<file path="src/rtl/rx_peak_scheduler_if.sv">
// Signal bundle between rx_peak_scheduler, the peak datapath and the ARM register side.
// The scheduler uses the slave modport; whoever drives commands and datapath results uses master.
interface rx_peak_scheduler_if;
    logic                istart;
    logic                istop;
    logic                idetect;
    logic        [32:0]  icurrent_time;
    logic                ipeak_done;
    logic signed [15:0]  ipeak_sample;
    logic        [3:0]   ipeak_seq;
    logic                iack;

    logic                oerx_en_peak;
    logic                o_valid;
    logic signed [15:0]  o_sample;
    logic        [3:0]   o_seq;
    logic        [32:0]  o_time;
    logic                o_err;
    logic                o_timeout;
    logic        [7:0]   o_reject_cnt;
    logic        [2:0]   o_state;

    modport slave (
        input  istart, istop, idetect, icurrent_time, ipeak_done, ipeak_sample, ipeak_seq, iack,
        output oerx_en_peak, o_valid, o_sample, o_seq, o_time, o_err, o_timeout, o_reject_cnt, o_state
    );

    modport master (
        output istart, istop, idetect, icurrent_time, ipeak_done, ipeak_sample, ipeak_seq, iack,
        input  oerx_en_peak, o_valid, o_sample, o_seq, o_time, o_err, o_timeout, o_reject_cnt, o_state
    );
endinterface

</file>
<file path="src/rtl/rx_peak_scheduler.sv">
// Receive-detection sequencer: arm peak datapath, timestamp detection, bound the window, report, hold off.
// Optional listen timeout is enabled by defining RX_SCHED_TIMEOUT_EN.
module rx_peak_scheduler #(
    parameter int unsigned        WINDOW_CYCLES  = 16400,
    parameter int unsigned        HOLDOFF_CYCLES = 1024,
    parameter int unsigned        TIMEOUT_CYCLES = 1000000,
    parameter logic signed [15:0] MIN_PEAK       = 16'sd200
) (
    input  logic               crx_clk,
    input  logic               rrx_rst_n,
    rx_peak_scheduler_if.slave bus
);

    typedef enum logic [2:0] {
        S_IDLE    = 3'd0,
        S_LISTEN  = 3'd1,
        S_CAPTURE = 3'd2,
        S_REPORT  = 3'd3,
        S_HOLDOFF = 3'd4
    } state_e;

    localparam logic [16:0] WIN_LAST  = 17'(WINDOW_CYCLES - 32'd1);
    // A zero hold-off still spends one cycle blanked.
    localparam logic [16:0] HOLD_LAST = (HOLDOFF_CYCLES == 32'd0) ? 17'd0 : 17'(HOLDOFF_CYCLES - 32'd1);

    state_e             state_q, state_d;
    logic        [16:0] cnt_q, cnt_d;
    logic               en_q, en_d;
    logic               valid_q, valid_d;
    logic signed [15:0] sample_q, sample_d;
    logic        [3:0]  seq_q, seq_d;
    logic        [32:0] time_q, time_d;
    logic               err_q, err_d;
    logic        [7:0]  rej_q, rej_d;

`ifdef RX_SCHED_TIMEOUT_EN
    localparam logic [31:0] TMO_LAST = 32'(TIMEOUT_CYCLES - 32'd1);
    logic [31:0] tmo_cnt_q, tmo_cnt_d;
    logic        tmo_q, tmo_d;
`else
    logic tmo_unused_s;
    assign tmo_unused_s = |32'(TIMEOUT_CYCLES);
`endif

    // Next-state, counter and output-register logic; istop overrides everything.
    always_comb begin
        state_d  = state_q;
        cnt_d    = cnt_q;
        sample_d = sample_q;
        seq_d    = seq_q;
        time_d   = time_q;
        err_d    = 1'b0;
        rej_d    = rej_q;
`ifdef RX_SCHED_TIMEOUT_EN
        tmo_cnt_d = tmo_cnt_q;
        tmo_d     = 1'b0;
`endif
        if (bus.istop) begin
            state_d = S_IDLE;
        end else begin
            case (state_q)
                S_IDLE: begin
                    if (bus.istart) state_d = S_LISTEN;
                    else            state_d = S_IDLE;
                end
                S_LISTEN: begin
                    if (bus.idetect) begin
                        state_d = S_CAPTURE;
                        time_d  = bus.icurrent_time;
                    end
`ifdef RX_SCHED_TIMEOUT_EN
                    else if (tmo_cnt_q == TMO_LAST) begin
                        state_d = S_IDLE;
                        tmo_d   = 1'b1;
                    end else begin
                        tmo_cnt_d = tmo_cnt_q + 32'd1;
                    end
`else
                    else begin
                        state_d = S_LISTEN;
                    end
`endif
                end
                S_CAPTURE: begin
                    // A result on the final window cycle takes priority over the abort.
                    if (bus.ipeak_done) begin
                        if (bus.ipeak_sample >= MIN_PEAK) begin
                            state_d  = S_REPORT;
                            sample_d = bus.ipeak_sample;
                            seq_d    = bus.ipeak_seq;
                        end else begin
                            state_d = S_HOLDOFF;
                            rej_d   = (rej_q == 8'hFF) ? rej_q : rej_q + 8'd1;
                        end
                    end else if (cnt_q == WIN_LAST) begin
                        state_d = S_HOLDOFF;
                        err_d   = 1'b1;
                    end else begin
                        cnt_d = cnt_q + 17'd1;
                    end
                end
                S_REPORT: begin
                    if (bus.iack) state_d = S_HOLDOFF;
                    else          state_d = S_REPORT;
                end
                S_HOLDOFF: begin
                    if (cnt_q == HOLD_LAST) state_d = S_LISTEN;
                    else                    cnt_d   = cnt_q + 17'd1;
                end
                default: state_d = S_IDLE;
            endcase
        end
        cnt_d   = (state_d != state_q) ? 17'd0 : cnt_d;
        rej_d   = (state_d == S_IDLE) ? 8'd0 : rej_d;
`ifdef RX_SCHED_TIMEOUT_EN
        tmo_cnt_d = (state_d != state_q) ? 32'd0 : tmo_cnt_d;
`endif
        en_d    = (state_d == S_LISTEN) || (state_d == S_CAPTURE);
        valid_d = (state_d == S_REPORT);
    end

    // State and output registers.
    always_ff @(posedge crx_clk or negedge rrx_rst_n) begin
        if (!rrx_rst_n) begin
            state_q  <= S_IDLE;
            cnt_q    <= 17'd0;
            en_q     <= 1'b0;
            valid_q  <= 1'b0;
            sample_q <= 16'sd0;
            seq_q    <= 4'd0;
            time_q   <= 33'd0;
            err_q    <= 1'b0;
            rej_q    <= 8'd0;
        end else begin
            state_q  <= state_d;
            cnt_q    <= cnt_d;
            en_q     <= en_d;
            valid_q  <= valid_d;
            sample_q <= sample_d;
            seq_q    <= seq_d;
            time_q   <= time_d;
            err_q    <= err_d;
            rej_q    <= rej_d;
        end
    end

`ifdef RX_SCHED_TIMEOUT_EN
    // Listen timeout counter and pulse.
    always_ff @(posedge crx_clk or negedge rrx_rst_n) begin
        if (!rrx_rst_n) begin
            tmo_cnt_q <= 32'd0;
            tmo_q     <= 1'b0;
        end else begin
            tmo_cnt_q <= tmo_cnt_d;
            tmo_q     <= tmo_d;
        end
    end
    assign bus.o_timeout = tmo_q;
`else
    assign bus.o_timeout = 1'b0;
`endif

    assign bus.oerx_en_peak = en_q;
    assign bus.o_valid      = valid_q;
    assign bus.o_sample     = sample_q;
    assign bus.o_seq        = seq_q;
    assign bus.o_time       = time_q;
    assign bus.o_err        = err_q;
    assign bus.o_reject_cnt = rej_q;
    assign bus.o_state      = state_q;

endmodule
</file>
<file path="src/flat_wrapper.sv">
// flat-port wrapper written by rule: the top's interface ports become plain ports
module rx_peak_scheduler_flat 
#(
    parameter int unsigned        WINDOW_CYCLES  = 16400,
    parameter int unsigned        HOLDOFF_CYCLES = 1024,
    parameter int unsigned        TIMEOUT_CYCLES = 1000000,
    parameter logic signed [15:0] MIN_PEAK       = 16'sd200
)
  (crx_clk, rrx_rst_n, bus_istart, bus_istop, bus_idetect, bus_icurrent_time, bus_ipeak_done, bus_ipeak_sample, bus_ipeak_seq, bus_iack, bus_oerx_en_peak, bus_o_valid, bus_o_sample, bus_o_seq, bus_o_time, bus_o_err, bus_o_timeout, bus_o_reject_cnt, bus_o_state);
  rx_peak_scheduler_if bus_i ();
  input  logic crx_clk;
  input  logic rrx_rst_n;
  input wire logic [$bits(bus_i.istart)-1:0] bus_istart;
  input wire logic [$bits(bus_i.istop)-1:0] bus_istop;
  input wire logic [$bits(bus_i.idetect)-1:0] bus_idetect;
  input wire logic [$bits(bus_i.icurrent_time)-1:0] bus_icurrent_time;
  input wire logic [$bits(bus_i.ipeak_done)-1:0] bus_ipeak_done;
  input wire logic [$bits(bus_i.ipeak_sample)-1:0] bus_ipeak_sample;
  input wire logic [$bits(bus_i.ipeak_seq)-1:0] bus_ipeak_seq;
  input wire logic [$bits(bus_i.iack)-1:0] bus_iack;
  output wire logic [$bits(bus_i.oerx_en_peak)-1:0] bus_oerx_en_peak;
  output wire logic [$bits(bus_i.o_valid)-1:0] bus_o_valid;
  output wire logic [$bits(bus_i.o_sample)-1:0] bus_o_sample;
  output wire logic [$bits(bus_i.o_seq)-1:0] bus_o_seq;
  output wire logic [$bits(bus_i.o_time)-1:0] bus_o_time;
  output wire logic [$bits(bus_i.o_err)-1:0] bus_o_err;
  output wire logic [$bits(bus_i.o_timeout)-1:0] bus_o_timeout;
  output wire logic [$bits(bus_i.o_reject_cnt)-1:0] bus_o_reject_cnt;
  output wire logic [$bits(bus_i.o_state)-1:0] bus_o_state;
  assign bus_i.istart = bus_istart;
  assign bus_i.istop = bus_istop;
  assign bus_i.idetect = bus_idetect;
  assign bus_i.icurrent_time = bus_icurrent_time;
  assign bus_i.ipeak_done = bus_ipeak_done;
  assign bus_i.ipeak_sample = bus_ipeak_sample;
  assign bus_i.ipeak_seq = bus_ipeak_seq;
  assign bus_i.iack = bus_iack;
  assign bus_oerx_en_peak = bus_i.oerx_en_peak;
  assign bus_o_valid = bus_i.o_valid;
  assign bus_o_sample = bus_i.o_sample;
  assign bus_o_seq = bus_i.o_seq;
  assign bus_o_time = bus_i.o_time;
  assign bus_o_err = bus_i.o_err;
  assign bus_o_timeout = bus_i.o_timeout;
  assign bus_o_reject_cnt = bus_i.o_reject_cnt;
  assign bus_o_state = bus_i.o_state;
  rx_peak_scheduler #(.WINDOW_CYCLES(WINDOW_CYCLES), .HOLDOFF_CYCLES(HOLDOFF_CYCLES), .TIMEOUT_CYCLES(TIMEOUT_CYCLES), .MIN_PEAK(MIN_PEAK)) u_core (.crx_clk(crx_clk), .rrx_rst_n(rrx_rst_n), .bus(bus_i));
endmodule
</file>
<file path="config.mk">
export PLATFORM = sky130hd
export DESIGN_NAME = rx_peak_scheduler_flat
export DESIGN_NICKNAME = d
export VERILOG_FILES = /design/src/rtl/rx_peak_scheduler_if.sv /design/src/rtl/rx_peak_scheduler.sv /design/src/flat_wrapper.sv
export SDC_FILE = /design/constraint.sdc
export NUM_CORES = 1
export LEC_CHECK = 0
export CORE_MARGIN = 2
export CORE_UTILIZATION = 24
export DETAILED_ROUTE_END_ITERATION = 8
export PLACE_DENSITY = 0.44
export SLEW_MARGIN = 20
export SYNTH_ARGS = -nofsm -noshare
export SYNTH_HDL_FRONTEND = slang
export SYNTH_SLANG_ARGS = --single-unit
export TNS_END_PERCENT = 1
</file>
<file path="constraint.sdc">
create_clock -name crx_clk -period 4.95 [get_ports crx_clk]
set_input_delay 0.99 -clock crx_clk [delete_from_list [all_inputs] [get_ports crx_clk]]
set_output_delay 0.99 -clock crx_clk [all_outputs]
set_load 0.005 [all_outputs]
</file>
# Word-level counts from Yosys, hierarchy flattened
# Cells that the tools add are included.
# op_classes
reduce_logical	10
magnitude_cmp	1
muxes	25
add_sub_neg	2
eq_ne	18
bitwise	1
# ops
cell	n
2-to-1 mux 17 bit	5
2-to-1 mux 8 bit	6
case mux 17 bit (2 select lines)	1
2-to-1 mux 3 bit	6
adder 17 x 1 -> 17 bit (second input constant)	1
equality test 17 x 10 -> 1 bit (second input constant)	1
equality test 17 x 15 -> 1 bit (second input constant)	1
>= comparator 16 x 9 -> 1 bit (second input constant)	1
case mux 3 bit (5 select lines)	1
equality test 3 x 2 -> 1 bit (second input constant)	4
AND reduction 5 bit	2
adder 8 x 1 -> 8 bit (second input constant)	1
equality test 8 bit (second input constant)	1
equality test 3 x 1 -> 1 bit (second input constant)	2
logical NOT 3 bit	2
!= test 3 bit (second input constant)	2
2-to-1 mux 1 bit	5
!= test 2 x 1 -> 1 bit (second input constant)	2
!= test 2 bit (second input constant)	2
AND reduction 4 bit	1
nonzero test 2 bit	2
equality test 3 bit (second input constant)	1
!= test 3 x 2 -> 1 bit (second input constant)	1
!= test 3 bit	1
5 further kinds	5
# totals
register_bits	84

# Longest topological paths before layout
# Gate-level depths: netlist of run 1.
# depth
word_depth	8
ltp_mapped	8

# Worst setup path before layout of run 1
# No wires, ideal clock.
# synth_path
path_type	input port to flip-flop
from	input bus_ipeak_sample[14]
to	register u_core.rej_q[0], in the netlist u_core.bus.o_reject_cnt[0]
required_time_ns	4.814
slack_ns	2.410
arrival_time_ns	2.404
path_stages	7
n_path_buf	1
setup_ns	0.136
cell_sequence	nor4_2 a311o_1 buf_4 nor3_1 o31a_1 nor4b_4 nor2_1
# synth_via
elab_chain_len	8
# synth_lines
item	line	source
start, declared	flat_wrapper.sv:18	input wire logic [$bits(bus_i.ipeak_sample)-1:0] bus_ipeak_sample;
>= comparator 16 x 9 -> 1 bit (*)	rx_peak_scheduler.sv:87	if (bus.ipeak_sample >= MIN_PEAK) begin
2-to-1 mux 3 bit (*)	rx_peak_scheduler.sv:87	
2-to-1 mux 3 bit (*)	rx_peak_scheduler.sv:86	if (bus.ipeak_done) begin
case mux 3 bit (5 select lines) (*)	rx_peak_scheduler.sv:61	case (state_q)
2-to-1 mux 3 bit (*)	rx_peak_scheduler.sv:58	if (bus.istop) begin
via u_core.state_d[0]	rx_peak_scheduler.sv:26	state_e state_q, state_d;
logical NOT 3 bit (*)	rx_peak_scheduler.sv:114	rej_d = (state_d == S_IDLE) ? 8'd0 : rej_d;
!= test 2 bit (no source line) (tied with other cells)	-	
AND reduction 5 bit (no source line)	-	
end signal, assigned	rx_peak_scheduler.sv:143	rej_q <= rej_d;
end, declared	rx_peak_scheduler.sv:34	logic [7:0] rej_q, rej_d;
# The timed path passes the listed nets; every way through them passes the cells marked *.
# A chain may end at the register's enable or synchronous reset.

# Final worst setup path of run 1
# layout_path
from	input bus_istop
to	register u_core.cnt_q[9]
# layout_via
elab_chain_len	4
# layout_lines
item	line	source
start, declared	flat_wrapper.sv:14	input wire logic [$bits(bus_i.istop)-1:0] bus_istop;
2-to-1 mux 3 bit	rx_peak_scheduler.sv:58	
!= test 3 bit	rx_peak_scheduler.sv:113	cnt_d = (state_d != state_q) ? 17'd0 : cnt_d;
!= test 3 bit (no source line) (tied with other cells)	-	
AND reduction 5 bit (no source line)	-	
end signal, assigned	rx_peak_scheduler.sv:136	cnt_q <= cnt_d;
end, declared	rx_peak_scheduler.sv:27	logic [16:0] cnt_q, cnt_d;
# Parallel ways exist; a longest one is shown, timed or not.

==> metrics.md, run 1 <==
| Metric | Value |
|---|---|
| Status | `complete, no violations` |
| Cell Rows | `46` |
| Switching share of power | `23.76%` |
| Clock Power Share | `33.9%` |
| Violation count after the first detailed-route iteration | `153` |
| Final core occ | `35.66%` |
| Largest net degree at the start of global routing | `45` |
| Post-synthesis simple-gate area fraction | `14.45%` |
| Main combinational cell family by area after synthesis | `multiplexers` |
| Area share of the largest cell type after synthesis | `54.07%` |
| Post-Synth XOR/XNOR Area | `4.957%` |
| Net Count, Synth | `388` |
| CTS Hold Buffers Added | `0` |
| GPL Wtd Cong | `0.7401` |
| Fmax | `315.6 MHz` |
| H-tree depth | `3` |
| Fin crit share | `64.00%` |
| Part of the power in combinational logic | `23.5%` |
| Int Pwr | `1.554 mW` |
| GRT Total Usage | `11.64%` |
| Final setup violation count | `0` |
| Sequential power share | `42.6%` |
| Worst hold slack | `485.0 ps` |
| Worst vdd ir | `0.2047 mV` |
| Setup crit end kind | `flop` |
| CTS tree | `yes` |
| DR vias | `2934` |
| Setup CP Type | `in2reg` |
| Slew @ Worst Pin | `997.2 ps` |
| RSZ-0062 raised after global routing | `false` |
| Pre-CTS WS | `1428 ps` |
| Sinks on Clock Net | `84` |
| Most frequent cell after synthesis | `dfrtp_1` |
| Clock transition at the registers of the reported paths | `60 ps` |
| DIE AREA | `17230 um^2` |
| Asr flop ratio synth | `100.0%` |
| Slew Limit Fails | `0` |
| GR Overflow Total | `0` |
| Cell Pwr Density | `359.7 nW/um^2` |
| Fin worst setup slack | `1782 ps` |
| Synth cell types | `51` |
| CTS Buf Count | `9` |
| Crit path launch | `bus_istop` |
| Reg-to-reg setup timing slack | `2100 ps` |
| Starting Density | `24.47%` |
| Min-delay src | `u_core.bus.o_seq[0]` |
| Layout Skew | `8.834 ps` |
| Ys Warns | `0` |
| Cell Count, Final, Fillers Out | `671` |
| Dpl hpwl | `7071 um` |
| Top cells by count, synth | `dfrtp_1 (84), mux2_2 (49), nor2_1 (34)` |
| Req. time, crit path | `5190 ps` |
| Post-synth top area cell | `dfrtp_1` |
| # fillers | `1604` |
| Fin. Hold Viols | `0` |
| # nets final | `513` |
| Die Wd | `131.3 um` |
| Post-synthesis sequential area ratio | `54.07%` |
| Syn avg cell area | `11.92 um^2` |
| Mux share of post-synthesis cell area | `15.06%` |
| Adder-cell area share of the yosys netlist | `0.6437%` |
| Core Footprint | `15890 um^2` |
| Drt total wl | `9764 um` |
| Mapped Area | `3887 um^2` |
| Setup TNS | `0 ps` |
| Post-synth EDFFs | `0` |
| Total power | `2.038 mW` |
| Startpoint Class | `input port` |
| Vias in the first global route | `3091` |
| Reg-to-reg startpoint | `u_core.cnt_q[0]` |
| Slowest cell on crit path | `clkdlybuf4s50_1` |
| Post-layout instance area | `5665 um^2` |
| Max-Cap Viols | `0` |
| DR DRC count | `0` |
| Cell count after placement | `656` |
| Post-cts sizing count | `0` |
| Compound-Gate Fraction of Synth Area | `8.046%` |
| Port Buffer Count | `126` |
| Register area | `2102 um^2` |
| Worst EP arrival | `3410 ps` |
| CP Capture Point | `u_core.cnt_q[9]` |
| Crit path largest cell delay | `590 ps` |
| CTS max path bufs | `2` |
| Later-pin clock latency in the skew report | `330 ps` |
| Cells after Synth | `326` |
| Initial antenna violation count | `0` |
| Top post-synthesis cells by area | `dfrtp_1 (54%), mux2_2 (14%), xnor2_1 (3.8%), nor2_1 (3.3%), a21oi_1 (1.5%)` |
| P&R area growth vs syn | `45.74%` |
| I/O Pins | `128` |
| DRT Pass-1 Iters | `4` |
| Antenna Violating Nets Remaining | `0` |
| Switching pwr | `484.3 uW` |
| Critical-path cell list | `clkdlybuf4s50_1, nor4b_2, o211ai_1, and2_4, or4_1, a21oi_1` |
| Lkg Pwr | `2.337 nW` |
| Share of cells above drive strength 1 | `18.24%` |
| Die Y | `131.3 um` |
| Antenna cells | `0` |
| Area after DPL | `5356 um^2` |
| Clk root buf | `clkbuf_16` |
| Hold WC Path Type | `reg2reg` |
| Drt wl/cell | `14.55 um` |
| Final min period | `3168 ps` |
| DR vias/cell | `4.373` |
| Cells on worst reg2reg path | `7` |
| Total setup buffers inserted after CTS | `0` |
| Slew HR | `33.45%` |
| Critical R2R Capture | `u_core.bus.o_reject_cnt[7]` |
| First-pass GRT wire length | `16060 um` |
| CP Max Fanout | `11` |
| Top_reg_cell synth | `dfrtp_1` |
| Footprint of the multi-input gates | `1684 um^2` |
| Number of synthesized register bits | `84` |
==> placed cells by master (no fill, tap or decap), drive strengths merged, types with 2 or more instances in the layout <==
cell	instances
a211oi	2
a21boi	3
a21oi	12
a31oi	5
and3	5
and4	4
buf	3
clkbuf	11
clkdlybuf4s50	125
clkinv	2
dfrtp	84
ha	2
inv	8
mux2	52
nand2	14
nand2b	2
nand3	12
nand4	4
nor2	36
nor2b	5
nor3	3
nor4	5
nor4b	3
o211ai	3
o21ai	7
o31ai	4
or3	3
xnor2	17
xor2	5
==> per-layer routing <==
layer  share of wire, %  GRT usage (%)  vias up
li1                   -              -     1413
met1                 43          13.89     1422
met2                 47          18.89       93
met3                9.1          5.594        6
met4               0.87          2.899        0
met5                  0              0        -
==> state kept, by name (all words and copies together), names as in the netlist <==
name	count
u_core.bus.o_err	1
u_core.bus.o_reject_cnt	8
u_core.bus.o_sample	16
u_core.bus.o_seq	4
u_core.bus.o_state	3
u_core.bus.o_time	33
u_core.bus.o_valid	1
u_core.bus.oerx_en_peak	1
u_core.cnt_q	17
==> cell families (layout without fill, tap and decap cells) <==
| family | count (synthesis) | count (layout) |
|---|---|---|
| xor gates and xnor gates | 22 | 22 |
| buffers and inverters | 21 | 150 |
| and+or+nand+nor | 100 | 100 |
| muxes | 52 | 52 |
| adders and majority gates | 2 | 2 |
| other | 1 | 1 |
| AOI/OAI and AO/OA | 44 | 44 |
| DFF | 84 | 84 |
==> cell type report <==
class | count | area share (%)
multi-input cells | 221 | 29.73
clock buffers | 11 | 4.461
clock inverters | 4 | 0.9938
repair buffers | 128 | 22.48
well taps | 216 | 4.770
inverters | 7 | 0.4638
flip-flops and latches | 84 | 37.10
==> how the worst min path moves through the flow <==
stage	to	slack (ps)	depth (start not counted)
6_report	u_core.bus.o_seq[0]	480	1
5_1_grt	u_core.bus.o_time[21]	510	1
4_1_cts	u_core.bus.o_seq[0]	490	1
3_5_place_dp	u_core.bus.o_seq[0]	480	1
3_3_place_gp	u_core.bus.o_seq[0]	470	1
2_1_floorplan	u_core.bus.o_seq[0]	480	1
==> power groups by stage <==
| stage | clock network [mW] | logic [mW] | registers [mW] |
|---|---|---|---|
| CTS | 0.718 | 0.491 | 0.870 |
| global route | 0.756 | 0.518 | 0.884 |
| finish | 0.691 | 0.479 | 0.867 |
| detailed placement | 0 | 0.487 | 0.879 |
| global placement | 0 | 0.490 | 0.876 |
| floorplan | 0 | 0.144 | 0.883 |
==> critical path, delay by kind of cell <==
kind,cells,cell delay (ps)
simple gates,3,1230
buf+inv,1,590
compound gates,2,590
Note: power is estimated with default switching activity, not from simulation.
==> inputs of run 2 (changes only) <==
PLACE_DENSITY = 0.46   (was 0.44)
clock period = 2.6 ns   (was 4.95 ns; I/O delays follow)
==> metrics.md, run 2 (same netlist as run 1, synthesis figures left out) <==
| Metric | Value |
|---|---|
| Status | `complete, no violations` |
| Dpl hpwl | `7129 um (+0.82%)` |
| Final setup violation count | `0 (unchanged)` |
| Final core occ | `36.63% (+0.96 points)` |
| Post-cts sizing count | `0 (unchanged)` |
| Sinks on Clock Net | `84 (unchanged)` |
| Post-layout instance area | `5818 um^2 (+2.7%)` |
| Drt total wl | `9971 um (+2.1%)` |
| Violation count after the first detailed-route iteration | `124 (-19%)` |
| P&R area growth vs syn | `49.66%` |
| Die Wd | `131.3 um (unchanged)` |
| Vias in the first global route | `3189 (+3.2%)` |
| Die Y | `131.3 um (unchanged)` |
| Slew HR | `50.81% (+17 points)` |
| Final min period | `2268 ps` |
| Cell Rows | `46 (unchanged)` |
| Setup crit end kind | `flop` |
| Most frequent cells in the layout | `clkdlybuf4s50_1 (125), dfrtp_1 (84), mux2_2 (49), nor2_1 (33), xnor2_1 (17)` |
| Fin crit share | `87.23%` |
| Clk root buf | `clkbuf_16` |
| Share of cells above drive strength 1 | `20.43% (+2.2 points)` |
| Total setup buffers inserted after CTS | `0 (unchanged)` |
| Clock transition at the registers of the reported paths | `70 ps (about the same)` |
| DRT Pass-1 Iters | `4 (unchanged)` |
| GRT Total Usage | `12.03% (+0.40 points)` |
| GPL Wtd Cong | `0.7671 (+3.6%)` |
| Antenna Violating Nets Remaining | `0 (unchanged)` |
| Antenna cells | `0 (unchanged)` |
| Worst hold slack | `222.3 ps (-262.7 ps)` |
| CTS Hold Buffers Added | `0 (unchanged)` |
| DR vias/cell | `4.315 (-1.3%)` |
| # fillers | `1584 (-1.2%)` |
| DR DRC count | `0 (unchanged)` |
| Fmax | `440.9 MHz` |
| Later-pin clock latency in the skew report | `340 ps (about the same)` |
| Slew Limit Fails | `0 (unchanged)` |
| Layout Skew | `12.08 ps (+3.249 ps)` |
| Core Footprint | `15890 um^2 (unchanged)` |
| RSZ-0062 raised after global routing | `false` |
| I/O Pins | `128 (unchanged)` |
| DIE AREA | `17230 um^2 (unchanged)` |
| Initial antenna violation count | `0 (unchanged)` |
| CTS Buf Count | `9 (unchanged)` |
| Setup CP Type | `in2reg` |
| Worst EP arrival | `2520 ps (-890 ps)` |
| # nets final | `527 (+2.7%)` |
| Req. time, crit path | `2860 ps (-2330 ps)` |
| Cell Count, Final, Fillers Out | `686 (+2.2%)` |
| DR vias | `2960 (+0.89%)` |
| Slowest cell on crit path | `clkdlybuf4s50_1` |
| Hold WC Path Type | `in2async` |
| GR Overflow Total | `0 (unchanged)` |
| Crit path launch | `bus_ipeak_sample[14]` |
| Cell count after placement | `670 (+2.1%)` |
| Max FFs per register | `33 (unchanged)` |
| Area after DPL | `5499 um^2 (+2.7%)` |
| Worst vdd ir | `0.3500 mV (+71%)` |
| CP Max Fanout | `17 (+6)` |
| Pre-CTS WS | `-34.41 ps (-1462 ps)` |
| CTS tree | `yes` |
| Port Buffer Count | `126 (unchanged)` |
| Slew @ Worst Pin | `737.9 ps (-259.3 ps)` |
| Drt wl/cell | `14.53 um (-0.11%)` |
| First-pass GRT wire length | `16730 um (+4.2%)` |
| Reg-to-reg startpoint | `u_core.cnt_q[0]` |
| Crit path largest cell delay | `440 ps (-150 ps)` |
| Startpoint Class | `input port` |
| Lkg Pwr | `2.418 nW (+3.5%)` |
| Fin worst setup slack | `332.1 ps (-1450 ps)` |
| Starting Density | `24.47% (unchanged)` |
| H-tree depth | `3 (unchanged)` |
| Most common cell after layout, fill and taps aside | `clkdlybuf4s50_1` |
| Fin. Hold Viols | `0 (unchanged)` |
| Max-Cap Viols | `0 (unchanged)` |
| Largest net degree at the start of global routing | `56 (+24%)` |
| Critical-path cell list | `clkdlybuf4s50_1, nor4_2, a311o_1, buf_4, nor2_1, o31ai_1, o211ai_2, buf_12, a21oi_1` |
| Cell Pwr Density | `683.7 nW/um^2 (+90%)` |
| CTS max path bufs | `2 (unchanged)` |
## run 2: cell count changes in the layout (fill, tap and decap cells not counted), sizes merged
cell,delta
clkinvlp,+1
clkinv,-1
bufinv,+1
buf,+14
inv,-1
clkbuf,+1
## run 2: routing by layer
| layer | part of all wire, % | global-route usage [%] | up-vias |
|---|---|---|---|
| met5 | 0 | 0 | - |
| met2 | 46 | 19.06 | 80 |
| li1 | - | - | 1436 |
| met1 | 44 | 14.67 | 1432 |
| met3 | 7.6 | 4.668 | 12 |
| met4 | 1.9 | 4.952 | 0 |
## run 2: metrics by stage
| stage | power (mW) | setup TNS [ps] |
|---|---|---|
| final | 3.978 | 0 |
| after floorplan | 1.955 | 0 |
| after CTS | 4.054 | 0 |
| after detailed placement | 2.628 | -82.46 |
| after global placement | 2.624 | 0 |
| after global routing | 4.194 | 0 |
## run 2: power breakdown
part | switching, mW | leakage (nW) | internal, mW
clock | 0.521 | 0.153 | 0.867
combinational | 0.291 | 1.17 | 0.650
sequential | 0.116 | 1.10 | 1.53
total | 0.928 | 2.42 | 3.05
## run 2: cell type report
type                            instances  area (um^2)  share of cell area (%)
Multi-Input combinational cell        221         1684                   28.95
Tap cell                              216        270.3                   4.645
Clock inverter                          4        72.57                   1.247
Inverter                                7        26.28                  0.4516
Sequential cell                        84         2102                   36.13
Timing Repair Buffer                  142         1416                   24.34
Clock buffer                           12        246.5                   4.237
## run 2: worst paths after layout
path                                         endpoint  slack [ps]  cells past startpoint
setup reg to reg           u_core.bus.o_reject_cnt[2]         460                      9
hold reg to reg                   u_core.bus.o_seq[2]         480                      1
max in group asynchronous        u_core.bus.o_time[5]        1640                      2
setup / recovery                      u_core.cnt_q[1]         330                      9
min in group crx_clk              u_core.bus.o_seq[2]         480                      1
hold / removal             u_core.bus.o_reject_cnt[7]         220                      1
## run 2: critical path, delay by kind of cell
family	cells	cell delay (ps)
compound gates	4	800
buf+inv	3	790
simple gates	2	400
==> inputs of run 3 (changes only) <==
--- a/config.mk
+++ b/config.mk
@@ -7,2 +7,3 @@
 export LEC_CHECK = 0
+export ABC_AREA = 1
 export CORE_MARGIN = 2
@@ -10,3 +11,3 @@
 export DETAILED_ROUTE_END_ITERATION = 8
-export PLACE_DENSITY = 0.46
+export PLACE_DENSITY = 0.45
 export SLEW_MARGIN = 20
==> constraint.sdc (replaced) <==
create_clock -name crx_clk -period 1.85 [get_ports crx_clk]
set_input_delay 0.2775 -clock crx_clk [delete_from_list [all_inputs] [get_ports crx_clk]]
set_output_delay 0.2775 -clock crx_clk [all_outputs]
set_load 0.005 [all_outputs]
==> metrics.md, run 3 <==
| Metric | Value |
|---|---|
| Number of synthesized register bits | `84 (unchanged)` |
| Antenna cells | `0 (unchanged)` |
| Cell Pwr Density | `890.7 nW/um^2 (+30%)` |
| Switching share of power | `26.19% (+2.9 points)` |
| Setup CP Type | `reg2reg` |
| Fin worst setup slack | `-7.071 ps (-339.2 ps)` |
| Post-synth top area cell | `dfrtp_1` |
| Lkg Pwr | `2.854 nW (+18%)` |
| Fin crit share | `100.4%` |
| Post-synth EDFFs | `0 (unchanged)` |
| Sequential power share | `41.6% (+0.2 points)` |
| Largest net degree at the start of global routing | `34 (-39%)` |
| H-tree depth | `3 (unchanged)` |
| Most common cell after layout, fill and taps aside | `clkdlybuf4s50_1` |
| CP Max Fanout | `8 (-9)` |
| Area after DPL | `5986 um^2 (+8.9%)` |
| Most frequent cells in the layout | `clkdlybuf4s50_1 (125), dfrtp_1 (82), nand2_1 (73), buf_4 (53), mux2_2 (49)` |
| Dpl hpwl | `8679 um (+22%)` |
| CTS Buf Count | `9 (unchanged)` |
| Core Footprint | `16640 um^2 (+4.8%)` |
| DR vias/cell | `4.200 (-2.7%)` |
| Mapped Area | `4101 um^2 (+5.5%)` |
| Layout Skew | `5.977 ps (-6.106 ps)` |
| Int Pwr | `4.287 mW (+41%)` |
| Violated checks | `setup timing` |
| Pre-CTS WS | `-310.1 ps (-275.7 ps)` |
| Startpoint Class | `flop` |
| Status | `complete, but fails checks` |
| Clk root buf | `clkbuf_16` |
| Max-Cap Viols | `0 (unchanged)` |
| Critical R2R Capture | `u_core.cnt_q[16]` |
| Vias in the first global route | `3625 (+14%)` |
| Top_reg_cell synth | `dfrtp_1` |
| First-pass GRT wire length | `18950 um (+13%)` |
| Post-layout instance area | `6521 um^2 (+12%)` |
| Starting Density | `24.64% (+0.17 points)` |
| Worst hold slack | `347.1 ps (+124.8 ps)` |
| Die Y | `134.7 um (+2.6%)` |
| Req. time, crit path | `2110 ps (-750 ps)` |
| Top cells by count, synth | `dfrtp_1 (84), nand2_1 (76), mux2_2 (49)` |
| Crit path largest cell delay | `350 ps (-90 ps)` |
| CTS tree | `yes` |
| Fmax | `538.5 MHz` |
| DRT Pass-1 Iters | `4 (unchanged)` |
| GRT Total Usage | `13.40% (+1.4 points)` |
| Drt total wl | `11710 um (+17%)` |
| Final min period | `1857 ps` |
| Slew Limit Fails | `0 (unchanged)` |
| Area share of the largest cell type after synthesis | `51.25% (-2.8 points)` |
| Later-pin clock latency in the skew report | `340 ps (about the same)` |
| Port Buffer Count | `126 (unchanged)` |
| Ys Warns | `0 (unchanged)` |
| Cells after Synth | `410 (+26%)` |
| Antenna Violating Nets Remaining | `0 (unchanged)` |
| Sinks on Clock Net | `84 (unchanged)` |
| P&R area growth vs syn | `59.00%` |
| Max FFs per register | `33 (unchanged)` |
| Cell Rows | `47 (+2.2%)` |
| DR DRC count | `0 (unchanged)` |
| Worst vdd ir | `0.5077 mV (+45%)` |
| Clock Power Share | `29.5% (-5.4 points)` |
| Drt wl/cell | `14.21 um (-2.2%)` |
| Top post-synthesis cells by area | `dfrtp_1 (51%), mux2_2 (13%), nand2_1 (7.0%), nand3_1 (4.0%), nor2_1 (3.3%)` |
| Violation count after the first detailed-route iteration | `112 (-9.7%)` |
| Cells on worst reg2reg path | `13 (+4)` |
| Slowest cell on crit path | `dfrtp_1` |
| Hold WC Path Type | `in2async` |
| RSZ-0062 raised after global routing | `true` |
| Worst EP arrival | `2120 ps (-400 ps)` |
| Syn avg cell area | `10.00 um^2 (-16%)` |
| Initial antenna violation count | `0 (unchanged)` |
| Top Usage Layer GRT | `met2` |
| Critical-path cell list | `buf_4, ha_4, inv_4, nor2_4, nand2_4, nor2_4, nand3_2, nand3_2, nand3_1, nand2_2, nand3_4, buf_16, nor3_2` |
| Asr flop ratio synth | `100.0% (unchanged)` |
| GRT met1 Usage | `16.62% (+1.9 points)` |
| Post-synthesis sequential area ratio | `51.25% (-2.8 points)` |
| Synth cell types | `31 (-39%)` |
| Share of cells above drive strength 1 | `30.79% (+10 points)` |
| Reg-to-reg setup timing slack | `-7 ps (-470 ps)` |
| GR met3 Demand/Resource | `5.781% (+1.1 points)` |
| DR vias | `3461 (+17%)` |
| CTS max path bufs | `2 (unchanged)` |
| Final setup violation count | `2 (+2)` |
| Clock transition at the registers of the reported paths | `60 ps (about the same)` |
| Switching pwr | `1.521 mW (+64%)` |
| Part of the power in combinational logic | `28.9% (+5.2 points)` |
| GPL Wtd Cong | `0.8004 (+4.3%)` |
| Worst Path Buf+Inv | `3 (unchanged)` |
| GRT met2 Usage | `21.15% (+2.1 points)` |
| I/O Pins | `128 (unchanged)` |
| Net Count, Synth | `472 (+22%)` |
| Reg-to-reg startpoint | `u_core.cnt_q[1]` |
| GR Overflow Total | `0 (unchanged)` |
| # nets final | `661 (+25%)` |
| Most frequent cell after synthesis | `dfrtp_1` |
| Fin. Hold Viols | `0 (unchanged)` |
| Setup crit end kind | `flop` |
| DIE AREA | `18150 um^2 (+5.3%)` |
| Crit-path leading delay family | `simple AND/OR/NAND/NOR gates` |
| Total power | `5.808 mW (+46%)` |
| Die Wd | `134.7 um (+2.6%)` |
## run 3: changes by cell type after synthesis, moves of 5 or more
cell and delta:
a21oi_1 -10, clkbuf_1 -5, inv_1 +28, nand2_1 +62, nand2_2 +6, nand3_1 +21
nand3_2 +7, nor2b_1 -5, nor3_1 +9, nor3_2 +11, xnor2_1 -15
## run 3: logic make-up (layout without fill, tap and decap cells)
family | count (synthesis) | after routing | synth area share [%]
buffers and inverters | 50 | 244 | 5.552
and+or+nand+nor | 200 | 200 | 25.20
other | 1 | 1 | 0.09143
muxes | 49 | 49 | 13.45
xor gates and xnor gates | 8 | 8 | 1.708
adders and majority gates | 2 | 2 | 0.6100
AOI/OAI and AO/OA | 16 | 16 | 2.135
DFF | 84 | 84 | 51.25
## run 3: how the worst max path moves through the flow
stage               depth (start not counted)                          to                  start
global placement                           13  u_core.bus.o_reject_cnt[0]    bus_ipeak_sample[5]
floorplan                                  13            u_core.cnt_q[10]        u_core.cnt_q[0]
CTS                                        10             u_core.cnt_q[2]  u_core.bus.o_state[2]
detailed placement                         12             u_core.cnt_q[2]   bus_ipeak_sample[14]
finish                                     13            u_core.cnt_q[16]        u_core.cnt_q[1]
global route                               13             u_core.cnt_q[1]        u_core.cnt_q[1]
## run 3: layout make-up
type / instances / area [um^2]
Clock buffer: 11 / 242.7
Clock inverter: 5 / 37.54
Fill cell: 1620 / 10120
Inverter: 40 / 152.6
Multi-Input combinational cell: 276 / 1897
Sequential cell: 84 / 2105
Tap cell: 220 / 275.3
Timing Repair Buffer: 188 / 1812
## run 3: through the flow
| step | TNS (ps) | cells | util [%] |
|---|---|---|---|
| 3_3_place_gp | -11440 | 798 | 35.97 |
| 6_report | -12.33 | 824 | 39.18 |
| 5_1_grt | -2589 | 824 | 39.18 |
| 2_1_floorplan | 0 | 410 | - |
| 4_1_cts | 0 | 822 | 38.58 |
| 3_5_place_dp | -11430 | 798 | 35.97 |
## run 3: repair_timing
item | CTS | global route
setup buffers | 6 | 2
endpoints found under the setup margin | 25 | 25
hold buffers | 1 | 0
pin swaps | 7 | 4
hold endpoints to repair | 12 | 0
gates resized for setup | 18 | 23
cloned | 1 | 0
## run 3: per-layer routing
layer  wire length (um)  up-vias
li1                   -     1720
met5                  0        -
met4                136        0
met3               1038       11
met2               5498       99
met1               5036     1631
## run 3: power by group through the flow
stage | combinational, mW | sequential [mW] | clock, mW
global route | 1.81 | 2.47 | 1.86
finish | 1.68 | 2.42 | 1.71
detailed placement | 1.61 | 2.44 | 0
CTS | 1.69 | 2.42 | 1.78
global placement | 1.62 | 2.43 | 0
floorplan | 0.473 | 2.46 | 0
